`src/rtl/display_page_sel_pkg.sv`:
```
// Shared definitions for the display-select blocks: page-index width helper and
// default timing constants for a 100 MHz board clock.
package display_page_sel_pkg;

    localparam int DEF_DB_CNT      = 1_000_000;    // 10 ms button settle time
    localparam int DEF_AUTO_PERIOD = 100_000_000;  // 1 s between auto-advances

    // Who caused a page update; only user-driven changes restart the auto period.
    typedef enum logic [1:0] {
        SRC_NONE,
        SRC_USER,
        SRC_AUTO
    } page_src_e;

    function automatic int page_w(input int num_pages);
        return (num_pages <= 2) ? 1 : $clog2(num_pages);
    endfunction

endpackage

```
`src/rtl/display_page_sel_btn_debounce.sv`:
```
// Raw button conditioning: 2-FF synchroniser, stable-level debouncer and a
// single-cycle pulse on the debounced press edge.
module btn_debounce
    import display_page_sel_pkg::*;
#(
    parameter int DB_CNT = DEF_DB_CNT
) (
    input  logic clk,
    input  logic rst_n,
    input  logic btn,
    output logic rise
);

    localparam int                CNT_W    = $clog2(DB_CNT + 1);
    localparam logic [CNT_W-1:0]  CNT_LAST = CNT_W'(DB_CNT - 1);

    logic [1:0]       sync;
    logic             level;
    logic             level_d;
    logic [CNT_W-1:0] cnt;

    // NOTE: non-blocking assignments so every flop samples pre-edge values,
    // which is what makes the synchroniser chain two stages deep.
    always_ff @(posedge clk or negedge rst_n) begin
        if (!rst_n) begin
            sync    <= '0;
            level   <= 1'b0;
            level_d <= 1'b0;
            cnt     <= '0;
        end else begin
            sync    <= {sync[0], btn};
            level_d <= level;
            if (sync[1] != level) begin
                if (cnt == CNT_LAST) begin
                    level <= sync[1];
                    cnt   <= '0;
                end else begin
                    cnt <= cnt + 1'b1;
                end
            end else begin
                cnt <= '0;
            end
        end
    end

    assign rise = level & ~level_d;

endmodule

```
`src/rtl/display_page_sel.sv`:
```
// Debug-view page selector: arbitrates load, next/prev buttons and timed
// auto-advance into a registered page index with change/wrap pulses.
module display_page_sel
    import display_page_sel_pkg::*;
#(
    parameter int NUM_PAGES   = 4,
    parameter int PAGE_W      = page_w(NUM_PAGES),
    parameter int DB_CNT      = DEF_DB_CNT,
    parameter int AUTO_PERIOD = DEF_AUTO_PERIOD
) (
    input  logic              clk,
    input  logic              rst_n,
    input  logic              btn_next,
    input  logic              btn_prev,
    input  logic              auto_en,
    input  logic              load_en,
    input  logic [PAGE_W-1:0] load_page,
    output logic [PAGE_W-1:0] page,
    output logic              page_chg,
    output logic              wrapped
);

    localparam logic [PAGE_W-1:0] LAST_PAGE  = PAGE_W'(NUM_PAGES - 1);
    localparam logic [PAGE_W:0]   PAGE_LIMIT = (PAGE_W + 1)'(NUM_PAGES);
    localparam int                TMR_W      = $clog2(AUTO_PERIOD);
    localparam logic [TMR_W-1:0]  TMR_LAST   = TMR_W'(AUTO_PERIOD - 1);

    logic              next_p;
    logic              prev_p;
    logic              auto_tick;
    logic [TMR_W-1:0]  timer;
    logic [PAGE_W-1:0] page_nxt;
    logic              chg_nxt;
    logic              wrap_nxt;
    page_src_e         src;

    btn_debounce #(.DB_CNT(DB_CNT)) u_next (
        .clk   (clk),
        .rst_n (rst_n),
        .btn   (btn_next),
        .rise  (next_p)
    );

    btn_debounce #(.DB_CNT(DB_CNT)) u_prev (
        .clk   (clk),
        .rst_n (rst_n),
        .btn   (btn_prev),
        .rise  (prev_p)
    );

    // Returns {wrap, new_page}; wrap-around keeps non-power-of-2 counts in range.
    function automatic logic [PAGE_W:0] step(input logic [PAGE_W-1:0] p, input logic fwd);
        if (fwd)
            return (p == LAST_PAGE) ? {1'b1, {PAGE_W{1'b0}}} : {1'b0, p + 1'b1};
        else
            return (p == '0) ? {1'b1, LAST_PAGE} : {1'b0, p - 1'b1};
    endfunction

    // NOTE: every output of this block gets a default first so no path
    // leaves a variable unassigned and infers a latch.
    always_comb begin
        page_nxt  = page;
        wrap_nxt  = 1'b0;
        src       = SRC_NONE;
        auto_tick = auto_en && (timer == TMR_LAST);

        if (load_en && ({1'b0, load_page} < PAGE_LIMIT)) begin
            page_nxt = load_page;
            src      = SRC_USER;
        end else if (next_p && prev_p) begin
            src = SRC_NONE;  // opposing presses cancel
        end else if (next_p) begin
            {wrap_nxt, page_nxt} = step(page, 1'b1);
            src                  = SRC_USER;
        end else if (prev_p) begin
            {wrap_nxt, page_nxt} = step(page, 1'b0);
            src                  = SRC_USER;
        end else if (auto_tick) begin
            {wrap_nxt, page_nxt} = step(page, 1'b1);
            src                  = SRC_AUTO;
        end

        chg_nxt = (page_nxt != page);
    end

    always_ff @(posedge clk or negedge rst_n) begin
        if (!rst_n) begin
            page     <= '0;
            page_chg <= 1'b0;
            wrapped  <= 1'b0;
            timer    <= '0;
        end else begin
            page     <= page_nxt;
            page_chg <= chg_nxt;
            wrapped  <= wrap_nxt;
            if (!auto_en || auto_tick || (src == SRC_USER && chg_nxt))
                timer <= '0;
            else
                timer <= timer + 1'b1;
        end
    end

endmodule
```
`config.mk`:
```
export PLATFORM = sky130hd
export DESIGN_NAME = display_page_sel
export DESIGN_NICKNAME = d
export VERILOG_FILES = /design/src/rtl/display_page_sel_pkg.sv /design/src/rtl/display_page_sel_btn_debounce.sv /design/src/rtl/display_page_sel.sv
export SDC_FILE = /design/constraint.sdc
export NUM_CORES = 1
export LEC_CHECK = 0
export ABC_AREA = 1
export ABC_CLOCK_PERIOD_IN_PS = 6300
export BUFFER_PORTS_ARGS = -buffer_cell sky130_fd_sc_hd__buf_2
export CORE_AREA = 2 2 113 115
export DETAILED_ROUTE_END_ITERATION = 10
export DIE_AREA = 0 0 115 117
export PLACE_DENSITY_LB_ADDON = 0.1
export SYNTH_ARGS = -nofsm -noshare
export SYNTH_HDL_FRONTEND = slang
export SYNTH_SLANG_ARGS = --single-unit
```
`constraint.sdc`:
```
create_clock -name clk -period 6.3 [get_ports clk]
set_clock_uncertainty 0.05 [all_clocks]
set_input_delay 1.26 -clock clk [delete_from_list [all_inputs] [get_ports clk]]
set_output_delay 1.26 -clock clk [all_outputs]
set_load 0.01 [all_outputs]
```
### Word level (Yosys, flattened, before mapping)

Cells that the tools add are included.

* flip-flop bits (word level): 79
* output and inout port bits: 4

* equality and inequality tests: 8
* multiplexer cells: 22
* bitwise operators: 4
* add/subtract/negate cells: 5
* reduce and logical (&&, ||, !) cells: 9

Operators by type and width (count)
* $mux W20: 4
* $add A20 B1 Y20 const B: 2
* $eq A20 B20 Y1 const B: 2
* $add A27 B1 Y27 const B: 1
* $eq A27 B27 Y1 const B: 1
* $mux W27: 1
* $mux W2: 10
* $mux W3: 2
* $mux W1: 5
* $reduce_and A2 Y1: 2
* $logic_and A1 B1 Y1: 3
* $add A2 B1 Y2 const B: 1
* $and A1 B1 Y1: 2
* $eq A2 B1 Y1 const B: 1
* $eq A2 B2 Y1 const B: 1
* $logic_not A2 Y1: 1
* $logic_or A1 B1 Y1: 2
* $ne A1 B1 Y1: 2
* $ne A2 B2 Y1: 1
* $not A1 Y1: 2
* $sub A2 B1 Y2 const B: 1
* $logic_not A1 Y1: 1

### Logic depth before layout (Yosys ltp)

Gate-level depths: netlist of the first run.

* depth after elaboration: 11
* gate-level depth with buffers: 19
* mapped depth without buffers: 18

### Hierarchy

From an unflattened synthesis of the first run, not the netlist that was laid out.

* cells, all modules: 577
* area, all modules: 4778.3 sq um

Modules (own cells, without submodules)
* btn_debounce: cells an instance 163, sequential area each 600.6 sq um, instances 2, area an instance 1326.3 sq um
* display_page_sel: cells an instance 251, sequential area each 775.7 sq um, instances 1, area an instance 2125.8 sq um

### Least setup slack after synthesis of the first run

No wires, ideal clock.

* path type: input-to-reg
* start: in load_en
* end: reg timer[23]
* stages on the path: 11
* setup time: 0.124 ns
* path slack: 3.878 ns
* data arrival time: 2.248 ns
* cells stage by stage: inv_1 > nor2_1 > a31oi_1 > nand3_1 > nand2_2 > inv_2 > nand2_4 > nand2_4 > nand2_4 > buf_12 > nor2_4

* longest elaborated chain between the ends: 5
* elaborated cells between the ends (all ways): 7
* those cells by class: 2 x eq/ne; 3 x mux; 2 x reduce/logical

RTL lines
* start: declaration: RTL line display_page_sel.sv:16 `input logic load_en,`
* $mux W2: RTL line display_page_sel.sv:67 `if (load_en && ({1'b0, load_page} < PAGE_LIMIT)) begin`
* $ne A2 B2 Y1: RTL line display_page_sel.sv:83 `chg_nxt = (page_nxt != page);`
* via chg_nxt: RTL line display_page_sel.sv:33 `logic chg_nxt;`
* $logic_and A1 B1 Y1: RTL line display_page_sel.sv:96 `if (!auto_en || auto_tick || (src == SRC_USER && chg_nxt))`
* $logic_or A1 B1 Y1: RTL line display_page_sel.sv:96
* $mux W27: RTL line display_page_sel.sv:96
* end signal: assignment: RTL line display_page_sel.sv:99 `timer <= timer + 1'b1;`
* end: declaration: RTL line display_page_sel.sv:31 `logic [TMR_W-1:0] timer;`

The timed path passes the listed nets, and every way through them passes these cells.
A chain may end at the register's enable or synchronous reset.

### Worst setup path after layout of the first run

* start: in load_en
* end: reg timer[26]

Same word-level chain as after synthesis.

==> results of run 1 <==
==> state kept, by name (all words and copies together) (netlist names) <==
name	count
page	2
page_chg	1
u_next.cnt	20
timer	27
u_next.level_d	1
u_prev.cnt	20
u_prev.level	1
u_prev.sync	2
u_next.sync	2
wrapped	1
u_next.level	1
u_prev.level_d	1
==> per-stage QoR <==
stage               cells  hold slack [ns]  setup WS (ns)  utilization (%)
global route          654           0.3053          3.477            38.05
CTS                   654           0.3012          3.700            38.05
detailed placement    638           0.2873          3.337            35.73
finish                654           0.2980          3.703            38.05
floorplan             482           0.2812          3.878                -
global placement      638           0.2843          3.414            35.73
==> cell type report <==
class / count / area [um2] / area share [%]
clock buffers: 11 / 252.7 / 5.395
clock inverters: 5 / 32.53 / 0.6944
inverters: 66 / 247.7 / 5.288
multi-input cells: 332 / 1929 / 41.19
flip-flops and latches: 79 / 1977 / 42.20
well taps: 150 / 187.7 / 4.006
repair buffers: 11 / 57.56 / 1.229
==> kinds of logic after synthesis <==
| kind of cell | count (synthesis) | share of synthesized area (%) |
|---|---|---|
| DFF | 79 | 47.01 |
| xor gates and xnor gates | 37 | 7.706 |
| muxes | 1 | 0.2678 |
| and+or+nand+nor | 254 | 31.54 |
| adders and majority gates | 6 | 1.785 |
| buffers and inverters | 71 | 7.111 |
| AOI/OAI and AO/OA | 34 | 4.582 |
==> power groups by stage <==
stage,logic [W],clock network (W),registers [W]
after floorplan,0.0000417,0,0.000530
after global placement,0.0000600,0,0.000530
after detailed placement,0.0000601,0,0.000530
after CTS,0.0000602,0.000515,0.000521
after global routing,0.0000677,0.000533,0.000522
final,0.0000585,0.000489,0.000521
==> cells in the mapped netlist, drive strengths merged, types with 2 or more instances <==
master	count
ha	6
buf	2
a21oi	18
xnor2	8
nor3b	2
nand3	32
inv	66
clkbuf	3
xor2	29
nor3	23
nand2	75
nor4	8
dfrtp	79
o21ai	7
a31oi	4
nand4	16
nor2	95
==> how the worst max path moves through the flow <==
| stage | start | end | slack [ns] |
|---|---|---|---|
| detailed placement | load_en | timer[0] | 3.34 |
| global placement | load_en | timer[0] | 3.41 |
| floorplan | load_en | timer[23] | 3.88 |
| global route | timer[0] | timer[26] | 3.48 |
| finish | load_en | timer[26] | 3.70 |
| CTS | timer[0] | timer[0] | 3.70 |
==> metal layers <==
layer	wire (um)	up-vias
li1	-	1588
met1	3898	1382
met2	3491	36
met3	284	11
met4	150	0
met5	0	-
==> worst max-delay path, delay by kind of cell <==
family	cells	cell delay, ns
AND/OR/NAND/NOR	7	0.99
buffers and inverters	3	0.26
AO/OA/AOI/OAI	1	0.22
==> run_summary.xml, run 1 <==
<?xml version="1.0" encoding="UTF-8"?>
<metrics>
  <group name="critical_path">
    <metric name="crit_path_max_incr_delay" unit="ns">0.50</metric>
    <metric name="worstPathCellList" unit="">buf_2 &gt; inv_1 &gt; nor2_1 &gt; a31oi_1 &gt; nand3_1 &gt; nand2_2 &gt; inv_2 &gt; nand2_4 &gt; nand2_4 &gt; nand2_4 &gt; nor2_1</metric>
    <metric name="crit_path_max_fanout" unit="">27</metric>
    <metric name="crit_path_end_kind" unit="">flop</metric>
    <metric name="worst_case_register_to_register_setup_slack" unit="ns">3.74</metric>
    <metric name="path_common_cell" unit="">nand2_4</metric>
    <metric name="worst_r2r_endpoint" unit="">timer[26]</metric>
    <metric name="rr_worst_depth" unit="">16</metric>
    <metric name="worst_r2r_startpoint" unit="">timer[0]</metric>
    <metric name="timing.critical_path.required" unit="ns">6.45</metric>
    <metric name="critical_path.startpoint_type" unit="">input port</metric>
    <metric name="cp.arrival" unit="ns">2.75</metric>
    <metric name="cell_with_the_biggest_individual_delay_on_the_critical_path" unit="">nand2_4</metric>
    <metric name="worst-setup-path-type" unit="">input port to flop</metric>
  </group>
  <group name="timing">
    <metric name="finalHoldViolations" unit="">0</metric>
    <metric name="achievable-frequency" unit="MHz">385.1</metric>
    <metric name="setup_viol" unit="">0</metric>
    <metric name="final_setup_tns" unit="ns">0</metric>
    <metric name="worst_pin_slew" unit="ns">1.024</metric>
    <metric name="worst_slew_margin_rel" unit="%">31.70</metric>
    <metric name="post-route-min-period" unit="ns">2.597</metric>
    <metric name="post-route-period-util" unit="%">41.22</metric>
    <metric name="grt_setup_unrepaired" unit="">no</metric>
    <metric name="drv_slew" unit="">0</metric>
  </group>
  <group name="global_route">
    <metric name="use_met3" unit="%">4.016</metric>
    <metric name="grt_first_pass_wirelength" unit="um">14030</metric>
    <metric name="met2_usage" unit="%">21.33</metric>
    <metric name="number_of_global_route_vias_before_repair" unit="">2986</metric>
    <metric name="pin_count_of_the_biggest_net_entering_global_routing" unit="">80</metric>
    <metric name="global_route.usage.total" unit="%">13.42</metric>
    <metric name="antenna_found_initial" unit="">0</metric>
    <metric name="grt-ovfl-total" unit="">0</metric>
    <metric name="globalRouteMet1Util" unit="%">17.07</metric>
    <metric name="busiest_layer" unit="">met2</metric>
  </group>
  <group name="floorplanning">
    <metric name="dieArea" unit="um2">13460</metric>
    <metric name="start_util" unit="%">34.16</metric>
    <metric name="ioPinCount" unit="">12</metric>
    <metric name="die_height" unit="um">117</metric>
    <metric name="design.core.area" unit="um2">12310</metric>
    <metric name="die-width" unit="um">115</metric>
    <metric name="std_cell_rows" unit="">41</metric>
  </group>
  <group name="power">
    <metric name="combPwrFrac" unit="%">5.5</metric>
    <metric name="sequentialPowerShare" unit="%">48.8</metric>
    <metric name="switching_power" unit="W">0.0002510</metric>
    <metric name="swShare" unit="%">23.50</metric>
    <metric name="power.static_leakage" unit="nW">1.959</metric>
    <metric name="p_total" unit="W">0.001068</metric>
    <metric name="vdd_drop_max" unit="uV">163.0</metric>
    <metric name="power.density" unit="nW/um2">228.0</metric>
    <metric name="clkPwrFrac" unit="%">45.8</metric>
    <metric name="cell_internal_pwr" unit="W">0.0008171</metric>
  </group>
  <group name="cells_and_area">
    <metric name="num-nets-final" unit="">513</metric>
    <metric name="fillCellCount" unit="">1244</metric>
    <metric name="area_growth_syn_to_fin" unit="%">11.40</metric>
    <metric name="diodes" unit="">0</metric>
    <metric name="post-route-cell-area" unit="um2">4684</metric>
    <metric name="most_common_cell_after_layout_fill_and_taps_aside" unit="">dfrtp_1</metric>
    <metric name="ratio_of_cells_with_drive_above_1_in_the_final_layout" unit="%">15.28</metric>
    <metric name="mostFrequentLayoutCells" unit="">dfrtp_1 (79), nor2_1 (69), nand2_1 (67)</metric>
  </group>
  <group name="drt">
    <metric name="drtAntennaViolNets" unit="">0</metric>
    <metric name="route.detailed.drc" unit="">0</metric>
    <metric name="vias" unit="">3017</metric>
    <metric name="drt-initial-drc-count" unit="">83</metric>
    <metric name="detail_route.vias_per_cell" unit="">4.613</metric>
    <metric name="wire_length_per_cell" unit="um">11.97</metric>
    <metric name="detail_route.first_pass.iterations" unit="">6</metric>
    <metric name="drt-total-wl" unit="um">7826</metric>
  </group>
  <group name="place">
    <metric name="detailed_place_hpwl" unit="um">5499</metric>
    <metric name="placement.cell_area" unit="um2">4399</metric>
    <metric name="place.port_buffers" unit="">11</metric>
    <metric name="gp_congestion" unit="">0.8038</metric>
  </group>
  <group name="clocking">
    <metric name="clkSinkCount" unit="">79</metric>
    <metric name="post_cts.repair.setup_buffers" unit="">0</metric>
    <metric name="cts_hold_buffers" unit="">0</metric>
    <metric name="clock_tree_from_tritoncts" unit="">yes</metric>
    <metric name="cts_inserted_buffers" unit="">9</metric>
    <metric name="cts_resized" unit="">0</metric>
    <metric name="clkLatencyLatePin" unit="ns">0.34</metric>
    <metric name="clk_transition_reported_paths" unit="ns">0.06</metric>
    <metric name="cts_root_buffer" unit="">clkbuf_16</metric>
    <metric name="cts_buffer_depth" unit="">2</metric>
    <metric name="htree_levels" unit="">3</metric>
  </group>
  <group name="synthesis">
    <metric name="synth_edf_count" unit="">0</metric>
    <metric name="dominantRegCellSynth" unit="">dfrtp_1</metric>
    <metric name="synth_warnings" unit="">0</metric>
    <metric name="synth_seq_cells" unit="">79</metric>
    <metric name="top_post_synthesis_cells_by_area" unit="">dfrtp_1 (47%), nor2_1 (6.2%), xor2_1 (6.0%), nand2_1 (6.0%), nor2_4 (5.4%)</metric>
    <metric name="async_reset_ff_share" unit="%">100.0</metric>
    <metric name="netlist.area_leader.share" unit="%">47.01</metric>
    <metric name="syn-num-nets" unit="">496</metric>
    <metric name="synthesis.area_per_instance" unit="um2">8.725</metric>
    <metric name="synth_area" unit="um2">4205</metric>
    <metric name="synth-seq-area-share" unit="%">47.01</metric>
    <metric name="yosysTopAreaCell" unit="">dfrtp_1</metric>
    <metric name="yosysUniqueCellTypes" unit="">34</metric>
    <metric name="syn_inst" unit="">482</metric>
  </group>
  <group name="min_path">
    <metric name="hold_end" unit="">u_prev.sync[1]</metric>
    <metric name="whs_path_depth" unit="">0</metric>
    <metric name="hold_start" unit="">u_prev.sync[0]</metric>
    <metric name="hp-class" unit="">flop to flop</metric>
  </group>
  <group name="outcome">
    <metric name="status" unit="">finished clean</metric>
  </group>
  <group name="job">
    <metric name="cap_viol_max_count" unit="">0</metric>
  </group>
</metrics>
(Power assumes the default switching activity.)
==> inputs of run 2 (changes only) <==
--- a/config.mk
+++ b/config.mk
@@ -6,7 +6,7 @@
 export NUM_CORES = 1
 export LEC_CHECK = 0
 export ABC_AREA = 1
-export ABC_CLOCK_PERIOD_IN_PS = 6300
+export ABC_CLOCK_PERIOD_IN_PS = 2200
 export BUFFER_PORTS_ARGS = -buffer_cell sky130_fd_sc_hd__buf_2
 export CORE_AREA = 2 2 113 115
 export DETAILED_ROUTE_END_ITERATION = 10
==> constraint.sdc (replaced) <==
create_clock -name clk -period 2.2 [get_ports clk]
set_clock_uncertainty 0.05 [all_clocks]
set_input_delay 0.44 -clock clk [delete_from_list [all_inputs] [get_ports clk]]
set_output_delay 0.44 -clock clk [all_outputs]
set_load 0.01 [all_outputs]
==> run 2 against run 1 <==
  * Flip-flop and latch count did not move
  * Routed wire length rose by 17%
  * Combinational power rose to 4.3 times the previous value
  * Critical path type is now flop to flop
  * Clock power rose to 3.1 times the previous value
  * Non-clock buffer count rose by 52
  * Final cell count rose by 8.0%
  * First-iteration DRC count rose by 100%
  * Highest routed layer unchanged
  * Die area did not move
  * Sequential share of layout area fell by 5.6 points
==> run_summary.xml, run 2 (synthesized netlist as in run 1, its figures left out) <==
<?xml version="1.0" encoding="UTF-8"?>
<metrics>
  <group name="outcome">
    <metric name="status" unit="">finished clean</metric>
  </group>
  <group name="critical_path">
    <metric name="timing.critical_path.required" unit="ns">2.43</metric>
    <metric name="rr_worst_depth" unit="">18</metric>
    <metric name="crit_path_max_fanout" unit="">8</metric>
    <metric name="cp.arrival" unit="ns">2.38</metric>
    <metric name="worst-setup-path-type" unit="">flop to flop</metric>
    <metric name="critical_path.startpoint_type" unit="">flop</metric>
    <metric name="cell_with_the_biggest_individual_delay_on_the_critical_path" unit="">dfrtp_1</metric>
    <metric name="worst_r2r_endpoint" unit="">timer[7]</metric>
    <metric name="path_common_cell" unit="">nand2_2</metric>
    <metric name="buffer_and_inverter_count_on_the_worst_path" unit="">2</metric>
    <metric name="crit_path_max_incr_delay" unit="ns">0.40</metric>
    <metric name="crit_path_end_kind" unit="">flop</metric>
    <metric name="path_delay_family" unit="">simple AND/OR/NAND/NOR gates</metric>
    <metric name="worst_r2r_startpoint" unit="">timer[0]</metric>
    <metric name="worst_case_register_to_register_setup_slack" unit="ns">0.04</metric>
    <metric name="worstPathCellList" unit="">ha_4 &gt; nand3_4 &gt; nor2_4 &gt; nand2_1 &gt; nor2_2 &gt; nand3_2 &gt; nand2_2 &gt; nand2_2 &gt; nand3_2 &gt; nand2_2 &gt; nand2_2 &gt; nand2_2 &gt; inv_2 &gt; nand2_4 &gt; nand2_4 &gt; nand2_8 &gt; clkbuf_16 &gt; nor2_4</metric>
  </group>
  <group name="global_route">
    <metric name="number_of_global_route_vias_before_repair" unit="">3128</metric>
    <metric name="antenna_found_initial" unit="">0</metric>
    <metric name="grt_first_pass_wirelength" unit="um">15010</metric>
    <metric name="pin_count_of_the_biggest_net_entering_global_routing" unit="">37</metric>
    <metric name="grt-ovfl-total" unit="">0</metric>
    <metric name="global_route.usage.total" unit="%">14.37</metric>
  </group>
  <group name="timing">
    <metric name="post-route-min-period" unit="ns">2.157</metric>
    <metric name="setup_viol" unit="">0</metric>
    <metric name="grt_setup_unrepaired" unit="">yes</metric>
    <metric name="drv_slew" unit="">0</metric>
    <metric name="worst_slew_margin_rel" unit="%">67.46</metric>
    <metric name="achievable-frequency" unit="MHz">463.5</metric>
    <metric name="finalHoldViolations" unit="">0</metric>
    <metric name="worst_pin_slew" unit="ns">0.4881</metric>
    <metric name="post-route-worst-setup-slack" unit="ns">0.04256</metric>
    <metric name="post-route-period-util" unit="%">98.07</metric>
  </group>
  <group name="power">
    <metric name="vdd_drop_max" unit="uV">392.8</metric>
    <metric name="p_total" unit="W">0.003289</metric>
    <metric name="power.static_leakage" unit="nW">2.292</metric>
    <metric name="power.density" unit="nW/um2">608.7</metric>
  </group>
  <group name="floorplanning">
    <metric name="die-width" unit="um">115</metric>
    <metric name="std_cell_rows" unit="">41</metric>
    <metric name="die_height" unit="um">117</metric>
    <metric name="dieArea" unit="um2">13460</metric>
    <metric name="start_util" unit="%">34.16</metric>
    <metric name="design.core.area" unit="um2">12310</metric>
    <metric name="ioPinCount" unit="">12</metric>
  </group>
  <group name="cells_and_area">
    <metric name="mostFrequentLayoutCells" unit="">dfrtp_1 (78), nand2_1 (58), nor2_1 (55)</metric>
    <metric name="largest_reg_flops" unit="">27</metric>
    <metric name="diodes" unit="">0</metric>
    <metric name="area_growth_syn_to_fin" unit="%">28.50</metric>
    <metric name="utilization" unit="%">43.89</metric>
    <metric name="finalNonFillerCells" unit="">706</metric>
    <metric name="ratio_of_cells_with_drive_above_1_in_the_final_layout" unit="%">30.58</metric>
    <metric name="fillCellCount" unit="">1239</metric>
    <metric name="regMostFlops" unit="">timer</metric>
    <metric name="num-nets-final" unit="">565</metric>
    <metric name="most_common_cell_after_layout_fill_and_taps_aside" unit="">dfrtp_1</metric>
    <metric name="registers_with_the_most_flip_flops" unit="">timer x27, u_next.cnt x20, u_prev.cnt x20</metric>
  </group>
  <group name="job">
    <metric name="cap_viol_max_count" unit="">0</metric>
  </group>
  <group name="drt">
    <metric name="drt-initial-drc-count" unit="">168</metric>
    <metric name="wire_length_per_cell" unit="um">13.00</metric>
    <metric name="detail_route.vias_per_cell" unit="">4.727</metric>
    <metric name="detail_route.first_pass.iterations" unit="">4</metric>
    <metric name="drt-total-wl" unit="um">9175</metric>
    <metric name="drtAntennaViolNets" unit="">0</metric>
    <metric name="route.detailed.drc" unit="">0</metric>
    <metric name="vias" unit="">3337</metric>
  </group>
  <group name="clocking">
    <metric name="clkLatencyLatePin" unit="ns">0.34</metric>
    <metric name="clk_transition_reported_paths" unit="ns">0.06</metric>
    <metric name="cts_inserted_buffers" unit="">9</metric>
    <metric name="clock_tree_from_tritoncts" unit="">yes</metric>
    <metric name="cts_root_buffer" unit="">clkbuf_16</metric>
    <metric name="cts_hold_buffers" unit="">0</metric>
    <metric name="cts_buffer_depth" unit="">2</metric>
    <metric name="htree_levels" unit="">3</metric>
    <metric name="clkSinkCount" unit="">79</metric>
  </group>
  <group name="place">
    <metric name="gp_congestion" unit="">0.8084</metric>
    <metric name="detailed_place_hpwl" unit="um">6265</metric>
    <metric name="worst_slack_after_detailed_placement" unit="ns">0.01813</metric>
    <metric name="dpl.cell_count" unit="">671</metric>
    <metric name="place.port_buffers" unit="">11</metric>
  </group>
  <group name="min_path">
    <metric name="hp-class" unit="">input port to asynchronous set/reset pin</metric>
  </group>
</metrics>
==> run 2: changes by cell type in the layout (fill, tap and decap cells not counted), sizes merged <==
cell / previous run / this run
buf: 11 / 61
clkinv: 2 / 0
clkinvlp: 3 / 1
bufinv: 0 / 1
clkbuf: 11 / 16
==> run 2: per-stage QoR <==
| stage | hold WS [ns] | setup TNS (ns) | area [um2] |
|---|---|---|---|
| after floorplan | 0.09441 | 0 | 4205 |
| after global placement | 0.2822 | 0 | 4684 |
| after detailed placement | 0.2858 | 0 | 4684 |
| after CTS | 0.02755 | 0 | 4996 |
| after global routing | 0.04602 | -2.102 | 5404 |
| final | 0.01301 | 0 | 5404 |
==> run 2: what timing repair did <==
action	4_1_cts	5_1_grt
setup endpoints to repair	0	34
resized for setup	0	57
buffers inserted	0	17
==> run 2: worst max-delay path by stage <==
stage | start | to | slack (ns) | cells after the start
after global routing | timer[4] | timer[12] | -0.10 | 19
after CTS | timer[0] | timer[1] | 0.01 | 17
after detailed placement | timer[0] | timer[2] | 0.02 | 17
after global placement | timer[0] | timer[0] | 0.04 | 18
final | timer[0] | timer[7] | 0.04 | 18
after floorplan | timer[0] | timer[24] | 0.17 | 17
==> run 2: area by class of cell <==
cell class	count	area (um2)	area share, %
clock buffers	14	274.0	5.071
clock inverters	2	37.54	0.6946
inverters	66	247.7	4.584
multi-input cells	332	2158	39.94
flip-flops and latches	79	1978	36.61
well taps	150	187.7	3.473
repair buffers	63	520.5	9.632
==> run 2: per-layer routing <==
metal | vias to the layer above | global-route usage (%) | part of all wire, %
met5 | - | 0 | 0
met3 | 8 | 4.789 | 3.7
met1 | 1596 | 19.93 | 49
met4 | 0 | 4.578 | 1.3
met2 | 42 | 21.29 | 46
li1 | 1691 | - | -
==> run 2: power breakdown <==
group | switching, W | internal (W)
clock network | 0.000571 | 0.000972
logic | 0.000155 | 0.0000946
registers | 0.0000205 | 0.00148
